**config.mk**
```make
export PLATFORM = sky130hd
export DESIGN_NAME = bcd_score_display
export DESIGN_NICKNAME = d
export VERILOG_FILES = /design/src/rtl/score_pkg.sv /design/src/rtl/seg7_decoder.sv /design/src/rtl/bcd_score_display.sv
export SDC_FILE = /design/constraint.sdc
export NUM_CORES = 1
export LEC_CHECK = 0
export CAP_MARGIN = 20
export CORE_AREA = 2 2 82 84
export DETAILED_ROUTE_END_ITERATION = 6
export DIE_AREA = 0 0 84 86
export GPL_ROUTABILITY_DRIVEN = 0
export HOLD_SLACK_MARGIN = 0.15
export PLACE_DENSITY = 0.63
export SLEW_MARGIN = 20
export SYNTH_ARGS = -nofsm -noshare
export SYNTH_HDL_FRONTEND = slang
export SYNTH_HIERARCHICAL = 1
export SYNTH_SLANG_ARGS = --single-unit
```
**constraint.sdc**
```tcl
create_clock -name clk -period 10.85 [get_ports clk]
set_input_delay 1.6275 -clock clk [delete_from_list [all_inputs] [get_ports clk]]
set_output_delay 1.6275 -clock clk [all_outputs]
set_load 0.01 [all_outputs]
```
**src/rtl/score_pkg.sv**
```systemverilog
// Shared constants for the BCD score display: digit width, add clamp and active-low {g,f,e,d,c,b,a} glyphs.
package score_pkg;

  localparam int BCD_W = 4;
  localparam logic [3:0] CLAMP_MAX = 4'd9;

  localparam logic [6:0] SEG_0     = 7'b1000000;
  localparam logic [6:0] SEG_1     = 7'b1111001;
  localparam logic [6:0] SEG_2     = 7'b0100100;
  localparam logic [6:0] SEG_3     = 7'b0110000;
  localparam logic [6:0] SEG_4     = 7'b0011001;
  localparam logic [6:0] SEG_5     = 7'b0010010;
  localparam logic [6:0] SEG_6     = 7'b0000010;
  localparam logic [6:0] SEG_7     = 7'b1111000;
  localparam logic [6:0] SEG_8     = 7'b0000000;
  localparam logic [6:0] SEG_9     = 7'b0010000;
  localparam logic [6:0] SEG_BLANK = 7'b1111111;

  function automatic logic [3:0] clamp_digit(input logic [3:0] v);
    return (v > CLAMP_MAX) ? CLAMP_MAX : v;
  endfunction

endpackage

```
**src/rtl/seg7_decoder.sv**
```systemverilog
// Combinational BCD nibble to active-low seven-segment glyph.
// Zero latency, no flow control; non-BCD codes show blank.
module seg7_decoder
  import score_pkg::*;
(
  input  logic [3:0] bcd,
  output logic [6:0] seg
);

  always_comb begin
    seg = SEG_BLANK;
    case (bcd)
      4'd0: seg = SEG_0;
      4'd1: seg = SEG_1;
      4'd2: seg = SEG_2;
      4'd3: seg = SEG_3;
      4'd4: seg = SEG_4;
      4'd5: seg = SEG_5;
      4'd6: seg = SEG_6;
      4'd7: seg = SEG_7;
      4'd8: seg = SEG_8;
      4'd9: seg = SEG_9;
      default: seg = SEG_BLANK;
    endcase
  end

endmodule

```
**src/rtl/bcd_score_display.sv**
```systemverilog
// Saturating BCD score register plus multiplexed common-anode display scan; adds visible next cycle, display one cycle behind.
// No backpressure: every add_en is accepted. Define SCORE_BLANK_LEADING_EN to blank leading zero digits.
module bcd_score_display
  import score_pkg::*;
#(
  parameter int NUM_DIGITS = 4,
  parameter int SCAN_DIV   = 100000
) (
  input  logic                        clk,
  input  logic                        reset,
  input  logic                        add_en,
  input  logic [3:0]                  add_val,
  input  logic                        clear,
  output logic [BCD_W*NUM_DIGITS-1:0] score_bcd,
  output logic                        saturated,
  output logic [6:0]                  seg,
  output logic [NUM_DIGITS-1:0]       an
);

  localparam int PW = $clog2(SCAN_DIV);
  localparam int DW = (NUM_DIGITS > 1) ? $clog2(NUM_DIGITS) : 1;

  logic [BCD_W*NUM_DIGITS-1:0] sum_bcd;
  logic                        carry_out;
  logic [PW-1:0]               presc;
  logic [DW-1:0]               d;
  logic [3:0]                  sel_nib;
  logic                        sel_blank;
  logic [6:0]                  dec_seg;

  // Ripple decimal add: clamped value enters digit 0, carry walks upward.
  always_comb begin
    logic       carry;
    logic [4:0] dsum;
    logic [4:0] dadj;
    sum_bcd = score_bcd;
    carry   = 1'b0;
    dsum    = '0;
    dadj    = '0;
    for (int i = 0; i < NUM_DIGITS; i++) begin
      if (i == 0)
        dsum = {1'b0, score_bcd[i*BCD_W +: BCD_W]} + {1'b0, clamp_digit(add_val)};
      else
        dsum = {1'b0, score_bcd[i*BCD_W +: BCD_W]} + {4'b0000, carry};
      dadj = dsum - 5'd10;
      if (dsum > 5'd9) begin
        sum_bcd[i*BCD_W +: BCD_W] = dadj[3:0];
        carry = 1'b1;
      end else begin
        sum_bcd[i*BCD_W +: BCD_W] = dsum[3:0];
        carry = 1'b0;
      end
    end
    carry_out = carry;
  end

  always_ff @(posedge clk) begin
    if (reset || clear) begin
      score_bcd <= '0;
      saturated <= 1'b0;
    end else if (add_en) begin
      if (carry_out) begin
        score_bcd <= {NUM_DIGITS{4'h9}};
        saturated <= 1'b1;
      end else begin
        score_bcd <= sum_bcd;
      end
    end
  end

  always_ff @(posedge clk) begin
    if (reset) begin
      presc <= '0;
      d     <= '0;
    end else if (presc == PW'(SCAN_DIV - 1)) begin
      presc <= '0;
      d     <= (d == DW'(NUM_DIGITS - 1)) ? '0 : d + DW'(1);
    end else begin
      presc <= presc + PW'(1);
    end
  end

  always_comb begin
    sel_nib = '0;
    for (int i = 0; i < NUM_DIGITS; i++)
      if (d == DW'(i)) sel_nib = score_bcd[i*BCD_W +: BCD_W];
  end

`ifdef SCORE_BLANK_LEADING_EN
  // A digit is blank when it and every digit above it are zero; digit 0 never blanks.
  always_comb begin
    logic hi_zero;
    hi_zero   = 1'b1;
    sel_blank = 1'b0;
    for (int i = NUM_DIGITS - 1; i >= 1; i--) begin
      hi_zero = hi_zero & (score_bcd[i*BCD_W +: BCD_W] == 4'd0);
      if (d == DW'(i)) sel_blank = hi_zero;
    end
  end
`else
  assign sel_blank = 1'b0;
`endif

  seg7_decoder u_dec (
    .bcd (sel_nib),
    .seg (dec_seg)
  );

  always_ff @(posedge clk) begin
    if (reset) begin
      seg <= SEG_BLANK;
      an  <= '1;
    end else begin
      seg <= sel_blank ? SEG_BLANK : dec_seg;
      an  <= ~(NUM_DIGITS'(1) << d);
    end
  end

  a_sel_is_bcd : assert property (@(posedge clk) disable iff (reset) sel_nib <= 4'd9);

endmodule

```
; After elaboration in Yosys (flattened, before gate mapping)
; Memories as Yosys holds them, arrays and structs flattened. A register that Yosys moved wholly into a read port is not among the register bits.
; Index checks and enable logic that the tools add are counted.
[op_classes]
add_sub_neg = 10
n_lt_le_gt_ge = 5
n_eq_ne = 4
shift = 1
n_mux = 15
bitwise = 1
n_reduce_logical = 4
[op_table]
columns = op, n
row1 = 4-bit two-way mux, 9
row2 = "5-bit by 4-bit greater-than comparator with 1-bit output, second input constant", 4
row3 = "17-bit by 1-bit adder with 17-bit output, second input constant", 1
row4 = "17-bit equality test, second input constant", 1
row5 = 16-bit two-way mux, 1
row6 = "4-bit subtractor, second input constant", 4
row7 = 4-bit by 1-bit adder with 5-bit output, 3
row8 = 4-bit by 4-bit adder with 5-bit output, 1
row9 = "2-bit equality test, second input constant", 2
row10 = "4-bit greater-than comparator, second input constant", 1
row11 = 1-bit two-way mux, 4
row12 = 4-bit inverter, 1
row13 = "1-bit by 2-bit left shift with 4-bit output, first input constant", 1
row14 = "2-bit by 1-bit adder with 2-bit output, second input constant", 1
row15 = "2-bit by 1-bit equality test with 1-bit output, second input constant", 1
row16 = 2-bit zero test, 1
row17 = 2-bit two-way mux, 1
row18 = 2-bit AND reduction, 1
row19 = 2-bit OR reduction, 1
row20 = 1-bit logical OR, 1
[word_totals]
ff_bits = 40
mem_bits_ro = 112
inputBits = 8
out_inout_bits = 28
word_cells = 46
n_memories = 1
[mem_list]
columns = name, words, width, read_ports, rd_ports_with_merged_regs, wr, line
row1 = (no name shown), 16, 7, 1, 1, 0, seg7_decoder.sv:12  ; case (bcd)

; Longest topological paths before layout
; Gate-level depths: netlist of run 1.
[depth]
depth_word = 15
mapped_depth = 27
depth_no_buf = 25

; Hierarchy
; Netlist of run 1, hierarchy kept.
[modules_own_cells]
columns = module, n_inst, cells_each, area_each_um2, seq_area_each_um2
row1 = bcd_score_display, 1, 309, 2583.7, 940.9
row2 = seg7_decoder, 1, 33, 210.2, 0.0

; Least setup slack after synthesis of run 1
; Ideal clock, no wire load.
[synth_path]
path_type = input to register
start = in add_val[2]
end = reg score_bcd[6]
setup_time_ps = 87
arrival_time_ps = 6393
required_time_ps = 10763
setup_slack_ps = 4370
path_stages = 25
cell_sequence = o21ai_0 -> nand2b_1 -> ha_1 -> inv_1 -> fa_1 -> xor2_1 -> and2_2 -> o311ai_4 -> ha_1 -> ha_1 -> o21a_1 -> nor2_1 -> a21oi_2 -> ha_1 -> ha_1 -> inv_1 -> a211o_1 -> a21oi_2 -> ha_1 -> ha_1 -> nand2b_1 -> a31oi_1 -> a221o_1 -> nand3_1 -> o31ai_1
[synth_between]
elab_chain_cells = 15
word_cells_on_any_way = 17
cone_classes = add/sub (5) / order compare (5) / mux (7)
[synth_rtl]
columns = item, line
row1 = "start, declared", bcd_score_display.sv:12  ; input logic [3:0] add_val,
row2 = 4-bit greater-than comparator, score_pkg.sv:20  ; return (v > CLAMP_MAX) ? CLAMP_MAX : v;
row3 = 4-bit two-way mux *, score_pkg.sv:20
row4 = 4-bit by 4-bit adder with 5-bit output *, bcd_score_display.sv:42  ; dsum = {1'b0, score_bcd[i*BCD_W +: BCD_W]} + {1'b0, clamp_digit(add_val)};
row5 = 5-bit by 4-bit greater-than comparator with 1-bit output *, bcd_score_display.sv:46  ; if (dsum > 5'd9) begin
row6 = 1-bit two-way mux *, bcd_score_display.sv:46
row7 = 4-bit by 1-bit adder with 5-bit output *, bcd_score_display.sv:44  ; dsum = {1'b0, score_bcd[i*BCD_W +: BCD_W]} + {4'b0000, carry};
row8 = 5-bit by 4-bit greater-than comparator with 1-bit output, bcd_score_display.sv:46
row9 = 1-bit two-way mux, bcd_score_display.sv:46
row10 = 4-bit by 1-bit adder with 5-bit output, bcd_score_display.sv:44
row11 = 5-bit by 4-bit greater-than comparator with 1-bit output, bcd_score_display.sv:46
row12 = 1-bit two-way mux, bcd_score_display.sv:46
row13 = 4-bit by 1-bit adder with 5-bit output, bcd_score_display.sv:44
row14 = 5-bit by 4-bit greater-than comparator with 1-bit output, bcd_score_display.sv:46
row15 = 1-bit two-way mux, bcd_score_display.sv:46
row16 = 16-bit two-way mux *, bcd_score_display.sv:62  ; if (carry_out) begin
row17 = "end signal, assigned", bcd_score_display.sv:63  ; score_bcd <= {NUM_DIGITS{4'h9}};
row18 = "end signal, assigned", bcd_score_display.sv:66  ; score_bcd <= sum_bcd;
row19 = "end, declared", bcd_score_display.sv:14  ; output logic [BCD_W*NUM_DIGITS-1:0] score_bcd,
; Mark *: on every way between the ends. The rest lies on a longest branch, timed or not.
; A chain may end at the register's enable or synchronous reset.

; Final worst setup path of run 1
[layout_path]
start = in add_val[3]
end = reg score_bcd[6]
; The elaborated chain is that of the path after synthesis.

==> results of run 1 <==
## placed cells by master (no fill, tap or decap), types with 12 or more instances in the layout
| cell type | count |
|---|---|
| nand2_1 | 33 |
| xor2_1 | 12 |
| clkdlybuf4s50_1 | 35 |
| a21oi_1 | 20 |
| o21ai_0 | 28 |
| ha_1 | 23 |
| dfxtp_1 | 47 |
| nand2b_1 | 13 |
| nor2_1 | 40 |
| inv_1 | 16 |
## final timing paths
kind           startpoint            to  slack, ps
max            add_val[3]  score_bcd[6]       3630
min              presc[0]      presc[0]        450
max reg2reg  score_bcd[0]  score_bcd[6]       5160
min reg2reg      presc[0]      presc[0]        450
## power by group through the flow
stage | Sequential, mW | Clock, mW | Combinational, mW
2_1_floorplan | 0.186 | 0 | 0.0301
3_3_place_gp | 0.185 | 0 | 0.0481
3_5_place_dp | 0.185 | 0 | 0.0484
4_1_cts | 0.181 | 0.107 | 0.0487
5_1_grt | 0.182 | 0.113 | 0.0540
6_report | 0.181 | 0.102 | 0.0480
## synthesized netlist by cell type, types with 4 or more instances
| library cell | count |
|---|---|
| clkbuf_1 | 12 |
| nand3b_1 | 4 |
| nor3_1 | 4 |
| o21ai_0 | 28 |
| ha_1 | 23 |
| dfxtp_1 | 47 |
| nand2b_1 | 13 |
| nand2_1 | 33 |
| a31oi_1 | 5 |
| nand3_1 | 9 |
| xor2_1 | 12 |
| a21oi_1 | 20 |
| or2_2 | 8 |
| and3_1 | 4 |
| xnor2_1 | 11 |
| inv_1 | 16 |
| a21oi_2 | 5 |
| nor2_1 | 40 |
## through the flow
step	total power, mW	std cells	hold WS [ps]	util
CTS	0.336	445	461	0.518
detailed placement	0.233	438	444	0.505
global route	0.349	445	485	0.518
floorplan	0.216	342	417	-
global placement	0.233	438	432	0.505
finish	0.331	445	452	0.518
## final cells by class
class / count / area [um2]
clock buffer: 5 / 68.8
clock inverter: 2 / 13.8
fill: 615 / 3030
inverter: 16 / 60.1
multi-input combinational: 263 / 1720
sequential: 47 / 941
tap: 77 / 96.3
timing repair buffer: 35 / 350
## flip-flops by register name (all words and copies together), names as in the netlist
name,cells
saturated,1
score_bcd,16
presc,17
an,4
seg,7
d,2
## cells by family (layout without fill, tap and decap cells)
kind of cell,Yosys count,in the layout
adder cells (fa/ha/maj),24,24
buffers and inverters,32,58
multiplexers,3,3
AO/OA/AOI/OAI,79,79
XOR/XNOR,23,23
AND/OR/NAND/NOR,134,134
flip-flops,47,47
## routing by layer
layer  vias up  track usage  part of all wire  routed length [um]
li1       1215            -                 -                   -
met1      1045        0.221              0.50                2850
met2        36        0.271              0.45                2570
met3         9       0.0241             0.024                 136
met4         0       0.0616             0.019                 108
met5         -            0                 0                   0
==> results.yml, run 1 <==
critical_path:
  critPathMaxFanout: 6
  critPathTopFamily: "compound AO/OA/AOI/OAI gates"
  cpPeakStageDelay_ps: 510
  cp-start-kind: "input port"
  rr_worst_depth: 23
  cp.arrival_ps: 7430
  cpMostUsedCell: "ha_1"
  cp_slowest_cell: "clkdlybuf4s50_1"
  crit_required_ps: 11060
  worstSetupPathDepth: 26
  crit_type: "in -> reg"
  worst-path-buf-inv: 4
  endpoint_kind: "flip-flop"
pwr:
  ir_worst_vdd_v: 0.0000695
  swShare: 0.256
  cellLeakagePower_nw: 1.21
  clkPwrFrac: 0.307
  p_seq_frac: 0.547
  p_switching_uw: 84.6
  power.internal_uw: 246
  power_density_mw_per_mm2: 102
  pwr-share-comb: 0.145
clocking:
  clk_latency_ps: 300
  tritoncts: "built"
  post_cts_resized: 0
  root_buffer: "clkbuf_8"
  post-cts-setup-buffers: 0
  htreeDepth: 2
  path_clk_slew_ps: 80
  cts_inserted_buffers: 5
  clock_sinks: 47
  cts.path.max_buffers: 2
  hold_buffers: 0
timing:
  final.setup.tns_ps: 0
  slew_viol_final: 0
  fin_worst_skew_ps: 5.50
  relSlewSlack: 0.381
  finalSetupViolCount: 0
  finalCriticalPeriod_ps: 7220
  worst_pin_slew_ps: 919
  finalHoldViolations: 0
  clock.fmax_mhz: 138
  fin_crit_sh: 0.666
  rsz0062_at_grt: "no"
  worst_slack_ps: 3630
worst_hold_path:
  hold_class: "reg -> reg"
  whs_path_depth: 1
yosys:
  synth_top_family_by_area: "simple AND/OR/NAND/NOR gates"
  synth_fp_nets: 374
  synthXorXnorAreaFrac: 0.0721
  syn-mean-instance-area_um2: 8.17
  yosysTopAreaCellShare: 0.337
  ys_seq_area_frac: 0.337
  synth_top_area_cell: "dfxtp_1"
  synth-compound-area-share: 0.182
  ys.flop_type: "dfxtp_1"
  ys_types: 48
  yosysWarnings: 6
  netlist_instances: 342
  synth-simple-area-share: 0.240
  synth_seq_cells: 47
  netlist_area_mm2: 0.00279
  synth_edf_count: 0
  async_flop_share: 0
  synthMuxAreaShare: 0.0112
  yosys-top-cells-area: "dfxtp_1, ha_1, nor2_1"
  synth-adder-area-share: 0.110
die:
  rows: 29
  die_width_um: 84
  die_height_um: 86
  start_util: 0.445
  core_area_mm2: 0.00628
  die_area_mm2: 0.00722
  num_io_pins: 36
grt:
  grt_pass1_wl_mm: 9.77
  grt_pass1_vias: 2170
  grt_antenna_before_repair: 0
  grt-ovfl-total: 0
  grt_usage: 0.165
  grt_max_degree: 22
placed_design:
  place_ws_ps: 3340
  hpwl_mm: 4.30
  io_buffers: 35
  placed_cell_area_mm2: 0.00317
routing:
  viasPerCell: 5.18
  routed_wl_mm: 5.66
  drtPass1Iterations: 5
  post_drt_wl_per_cell_um: 12.7
  drc: 0
  postRouteAntennaNets: 0
  drtIter0Drc: 109
  vias: 2305
final_layout:
  diodes: 0
  nNetsFinal: 400
  drive_above_1_share: 0.0707
  layout-area-overhead-vs-synth_pct: 16.3
  finalInstanceArea_mm2: 0.00325
outcome:
  status: "finished clean"
flow_run:
  maxCapViolations: 0
(Power assumes the default switching activity.)
==> run 2, diff against run 1 <==
==> constraint.sdc (replaced) <==
create_clock -name clk -period 7.4 [get_ports clk]
set_input_delay 1.11 -clock clk [delete_from_list [all_inputs] [get_ports clk]]
set_output_delay 1.11 -clock clk [all_outputs]
set_load 0.01 [all_outputs]
==> run 2 against run 1 <==
Clock power increased by 54%. Die area unchanged. Combinational power increased by 47%. Critical path type unchanged. Critical endpoint unchanged. Largest cell class unchanged.
==> results.yml, run 2 (synthesized netlist as in run 1, its figures left out) <==
routing:
  post_drt_wl_per_cell_um: 13.0
  drtPass1Iterations: 4
  drtIter0Drc: 66
  postRouteAntennaNets: 0
  routed_wl_mm: 5.78
  vias: 2306
  viasPerCell: 5.17
  drc: 0
critical_path:
  crit_type: "in -> reg"
  critPathMaxFanout: 6
  rrSetupSlack_ps: 1720
  cp-start-kind: "input port"
  r2r-start: "score_bcd[0]"
  r2r_end: "score_bcd[6]"
  crit_required_ps: 7620
  rr_worst_depth: 23
  crit_start: "add_val[3]"
  cp.arrival_ps: 6930
  endpoint_kind: "flip-flop"
pwr:
  ir_worst_vdd_v: 0.0000843
  power.total_uw: 492
  power_density_mw_per_mm2: 151
  cellLeakagePower_nw: 1.20
placed_design:
  io_buffers: 35
  hpwl_mm: 4.33
  dp_cells: 438
die:
  die_height_um: 86
  die_area_mm2: 0.00722
  num_io_pins: 36
  die_width_um: 84
  start_util: 0.445
  core_area_mm2: 0.00628
  rows: 29
timing:
  slew_viol_final: 0
  fin_worst_skew_ps: 6.81
  relSlewSlack: 0.423
  holdWs_ps: 460
  worst_pin_slew_ps: 856
  finalCriticalPeriod_ps: 6710
  finalSetupViolCount: 0
  final.setup.tns_ps: 0
  rsz0062_at_grt: "no"
  finalHoldViolations: 0
  fin_crit_sh: 0.907
  clock.fmax_mhz: 149
clocking:
  path_clk_slew_ps: 90
  cts.path.max_buffers: 2
  hold_buffers: 0
  root_buffer: "clkbuf_8"
  clock_sinks: 47
  post-cts-setup-buffers: 0
  htreeDepth: 2
  clk_latency_ps: 310
  tritoncts: "built"
  cts_inserted_buffers: 5
  post_cts_resized: 0
final_layout:
  fillers: 641
  drive_above_1_share: 0.0732
  largest_reg_flops: 17
  top_regs: "presc x17, score_bcd x16, seg x7"
  layout-area-overhead-vs-synth_pct: 16.6
  largest_register: "presc"
  fin_cells: 446
  nNetsFinal: 400
  mostFrequentLayoutCell: "dfxtp_1"
  layout_common_cells: "dfxtp_1, nor2_1, clkdlybuf4s50_1, nand2_1, o21ai_0"
  diodes: 0
flow_run:
  maxCapViolations: 0
grt:
  grt_pass1_wl_mm: 10.1
  grt_usage: 0.170
  grt_antenna_before_repair: 0
  grt_pass1_vias: 2187
  grt-ovfl-total: 0
  grt_max_degree: 22
worst_hold_path:
  holdPathEnd: "presc[0]"
  hold_class: "reg -> reg"
  hold_path.startpoint: "presc[0]"
  whs_path_depth: 1
outcome:
  status: "finished clean"
## run 2: changes by cell type in the layout (fill, tap and decap cells not counted), sizes merged
cell	delta
clkinv	-1
clkinvlp	+2
## run 2: per-stage QoR
step,setup slack [ps],utilization,cell area (um2)
floorplan,1440,-,2790
global placement,609,0.505,3170
detailed placement,422,0.505,3170
CTS,683,0.519,3260
global route,143,0.519,3260
finish,689,0.519,3260
## run 2: worst max-delay path by stage
stage / to / slack (ps)
global route: score_bcd[6] / 140
finish: score_bcd[6] / 690
detailed placement: score_bcd[11] / 420
floorplan: score_bcd[6] / 1440
global placement: score_bcd[6] / 610
CTS: score_bcd[6] / 680
## run 2: where the power goes
group	internal [mW]	switching [mW]
clock	0.0658	0.0907
sequential	0.260	0.00495
combinational	0.0356	0.0349
total	0.362	0.131
## run 2: final cells by class
class / instances / area (um2) / share of cell area
flip-flops and latches: 47 / 941 / 0.289
clock buffers: 5 / 68.8 / 0.0211
clock inverters: 3 / 20.0 / 0.00615
multi-input cells: 263 / 1720 / 0.528
repair buffers: 35 / 350 / 0.108
well taps: 77 / 96.3 / 0.0296
inverters: 16 / 60.1 / 0.0184
## run 2: critical path: stages
cell             delay (ps)
clkdlybuf4s50_1         510
o21ai_0                 100
nand2b_1                 80
ha_1                    160
inv_1                    50
fa_1                    390
xor2_1                  200
and2_2                  230
o311ai_4                330
ha_1                    270
ha_1                    220
inv_1                   110
a211o_1                 310
a21oi_2                 170
ha_1                    240
ha_1                    250
inv_1                   110
a211o_1                 280
a21oi_2                 160
ha_1                    210
ha_1                    260
nand2b_1                150
a31oi_1                 250
a221o_1                 230
nand3_1                 210
o31ai_1                 320
## run 2: routing by layer
metal  up-vias  share of wire  GRT usage
met5         -              0          0
met3        11          0.037     0.0356
met2        40           0.46      0.289
met1      1039           0.49      0.217
li1       1216              -          -
met4         0          0.017     0.0543
==> run 3, diff against run 2 <==
--- a/config.mk
+++ b/config.mk
@@ -6,12 +6,12 @@
 export NUM_CORES = 1
 export LEC_CHECK = 0
 export CAP_MARGIN = 20
-export CORE_AREA = 2 2 82 84
+export CORE_AREA = 2 2 93 95
 export DETAILED_ROUTE_END_ITERATION = 6
-export DIE_AREA = 0 0 84 86
+export DIE_AREA = 0 0 95 97
 export GPL_ROUTABILITY_DRIVEN = 0
 export HOLD_SLACK_MARGIN = 0.15
-export PLACE_DENSITY = 0.63
+export PLACE_DENSITY = 0.51
 export SLEW_MARGIN = 20
 export SYNTH_ARGS = -nofsm -noshare
 export SYNTH_HDL_FRONTEND = slang
==> run 3 against run 2 <==
Combinational power about the same. Clock skew increased by 6.7 ps. Design area rose by 1.3%. Via count is 1.3% higher. Non-clock buffer count stayed put. Sequential share of layout area fell by 0.37 points. Cell count is 6.3% higher. Wire length is 4.9% higher. Fmax down 0.83%. Critical path depth did not move. Sequential power about the same. Critical path type unchanged.
==> results.yml, run 3 (synthesized netlist as in run 1, its figures left out) <==
pwr:
  pwr-share-comb: 0.140
  swShare: 0.275
  power.internal_uw: 366
  p_switching_uw: 139
  cellLeakagePower_nw: 1.21
  clkPwrFrac: 0.334
  ir_worst_vdd_v: 0.0000694
  power_density_mw_per_mm2: 153
  p_seq_frac: 0.526
timing:
  finalSetupViolCount: 0
  worst_pin_slew_ps: 970
  final.setup.tns_ps: 0
  rsz0062_at_grt: "no"
  worst_slack_ps: 633
  clock.fmax_mhz: 148
  finalCriticalPeriod_ps: 6770
  relSlewSlack: 0.347
  fin_worst_skew_ps: 13.6
  finalHoldViolations: 0
  slew_viol_final: 0
  fin_crit_sh: 0.915
final_layout:
  layout_common_cells: "dfxtp_1, nor2_1, clkdlybuf4s50_1, nand2_1, o21ai_0"
  top_regs: "presc x17, score_bcd x16, seg x7"
  fillers: 828
  mostFrequentLayoutCell: "dfxtp_1"
  diodes: 0
  layout-area-overhead-vs-synth_pct: 18.1
  largest_reg_flops: 17
  largest_register: "presc"
  nNetsFinal: 400
  drive_above_1_share: 0.0732
clocking:
  path_clk_slew_ps: 100
  root_buffer: "clkbuf_8"
  htreeDepth: 2
  hold_buffers: 0
  clock_sinks: 47
  post_cts_resized: 0
  cts_inserted_buffers: 5
  clk_latency_ps: 310
  post-cts-setup-buffers: 0
  cts.path.max_buffers: 2
  tritoncts: "built"
grt:
  grt_pass1_vias: 2194
  grt_usage: 0.139
  grt_max_degree: 22
  grt-ovfl-total: 0
  grt_pass1_wl_mm: 10.5
  grt_antenna_before_repair: 0
critical_path:
  r2r_end: "score_bcd[6]"
  rr_worst_depth: 23
  crit_required_ps: 7620
  endpoint_kind: "flip-flop"
  critPathMaxFanout: 6
  r2r-start: "score_bcd[0]"
  crit_start: "add_val[3]"
  cp.arrival_ps: 6990
  rrSetupSlack_ps: 1640
  crit_type: "in -> reg"
  crit_end: "score_bcd[6]"
  cp-start-kind: "input port"
routing:
  drc: 0
  drtPass1Iterations: 4
  viasPerCell: 4.93
  postRouteAntennaNets: 0
  vias: 2335
  routed_wl_mm: 6.06
  drtIter0Drc: 101
  post_drt_wl_per_cell_um: 12.8
die:
  start_util: 0.343
  die_width_um: 95
  num_io_pins: 36
  core_area_mm2: 0.00813
  die_height_um: 97
  die_area_mm2: 0.00922
  rows: 33
placed_design:
  hpwl_mm: 4.49
  io_buffers: 35
  place_ws_ps: 346
outcome:
  status: "finished clean"
flow_run:
  maxCapViolations: 0
worst_hold_path:
  hold_class: "reg -> reg"
run 3: power groups by stage:
stage	clock, mW	combinational [mW]	sequential [mW]
after global placement	0	0.0712	0.272
final	0.169	0.0704	0.266
after floorplan	0	0.0441	0.273
after global routing	0.186	0.0793	0.266
after detailed placement	0	0.0712	0.271
after CTS	0.177	0.0717	0.266
run 3: how the worst min path moves through the flow:
stage / startpoint / to / slack (ps) / cells after the start
4_1_cts: presc[0] / presc[0] / 460 / 1
3_3_place_gp: presc[0] / presc[0] / 430 / 1
6_report: presc[0] / presc[0] / 450 / 1
5_1_grt: presc[0] / presc[0] / 480 / 1
3_5_place_dp: presc[0] / presc[0] / 440 / 1
2_1_floorplan: presc[0] / presc[0] / 420 / 1
run 3: final cells by class:
| cell class | instances | area [um2] | share of cell area |
|---|---|---|---|
| multi-input combinational | 263 | 1720 | 0.521 |
| sequential | 47 | 941 | 0.285 |
| timing repair buffer | 35 | 350 | 0.106 |
| tap | 105 | 131 | 0.0398 |
| clock buffer | 5 | 68.8 | 0.0209 |
| inverter | 16 | 60.1 | 0.0182 |
| clock inverter | 3 | 27.5 | 0.00834 |
run 3: layer usage:
| layer | part of all wire | GRT usage | up-vias |
|---|---|---|---|
| met5 | 0 | 0 | - |
| met1 | 0.50 | 0.193 | 1069 |
| met3 | 0.035 | 0.0288 | 5 |
| met4 | 0.0046 | 0.0290 | 0 |
| li1 | - | - | 1221 |
| met2 | 0.46 | 0.220 | 40 |
run 3: per-stage QoR:
step           instance area (um2)  utilization  total power [mW]  hold WS [ps]  cells
2_1_floorplan                 2790            -             0.317           417    342
3_3_place_gp                  3200        0.394             0.343           433    466
3_5_place_dp                  3200        0.394             0.343           444    466
4_1_cts                       3300        0.406             0.515           459    474
5_1_grt                       3300        0.406             0.532           479    474
6_report                      3300        0.406             0.505           455    474
run 3: critical path: stages:
cell and delay (ps):
clkdlybuf4s50_1 510, o21ai_0 100, nand2b_1 80, ha_1 160, inv_1 60, fa_1 400
xor2_1 200, and2_2 230, o311ai_4 340, ha_1 280, ha_1 230, inv_1 120
a211o_1 310, a21oi_2 170, ha_1 240, ha_1 240, inv_1 110, a211o_1 280
a21oi_2 160, ha_1 210, ha_1 260, nand2b_1 150, a31oi_1 260, a221o_1 240
nand3_1 240, o31ai_1 310
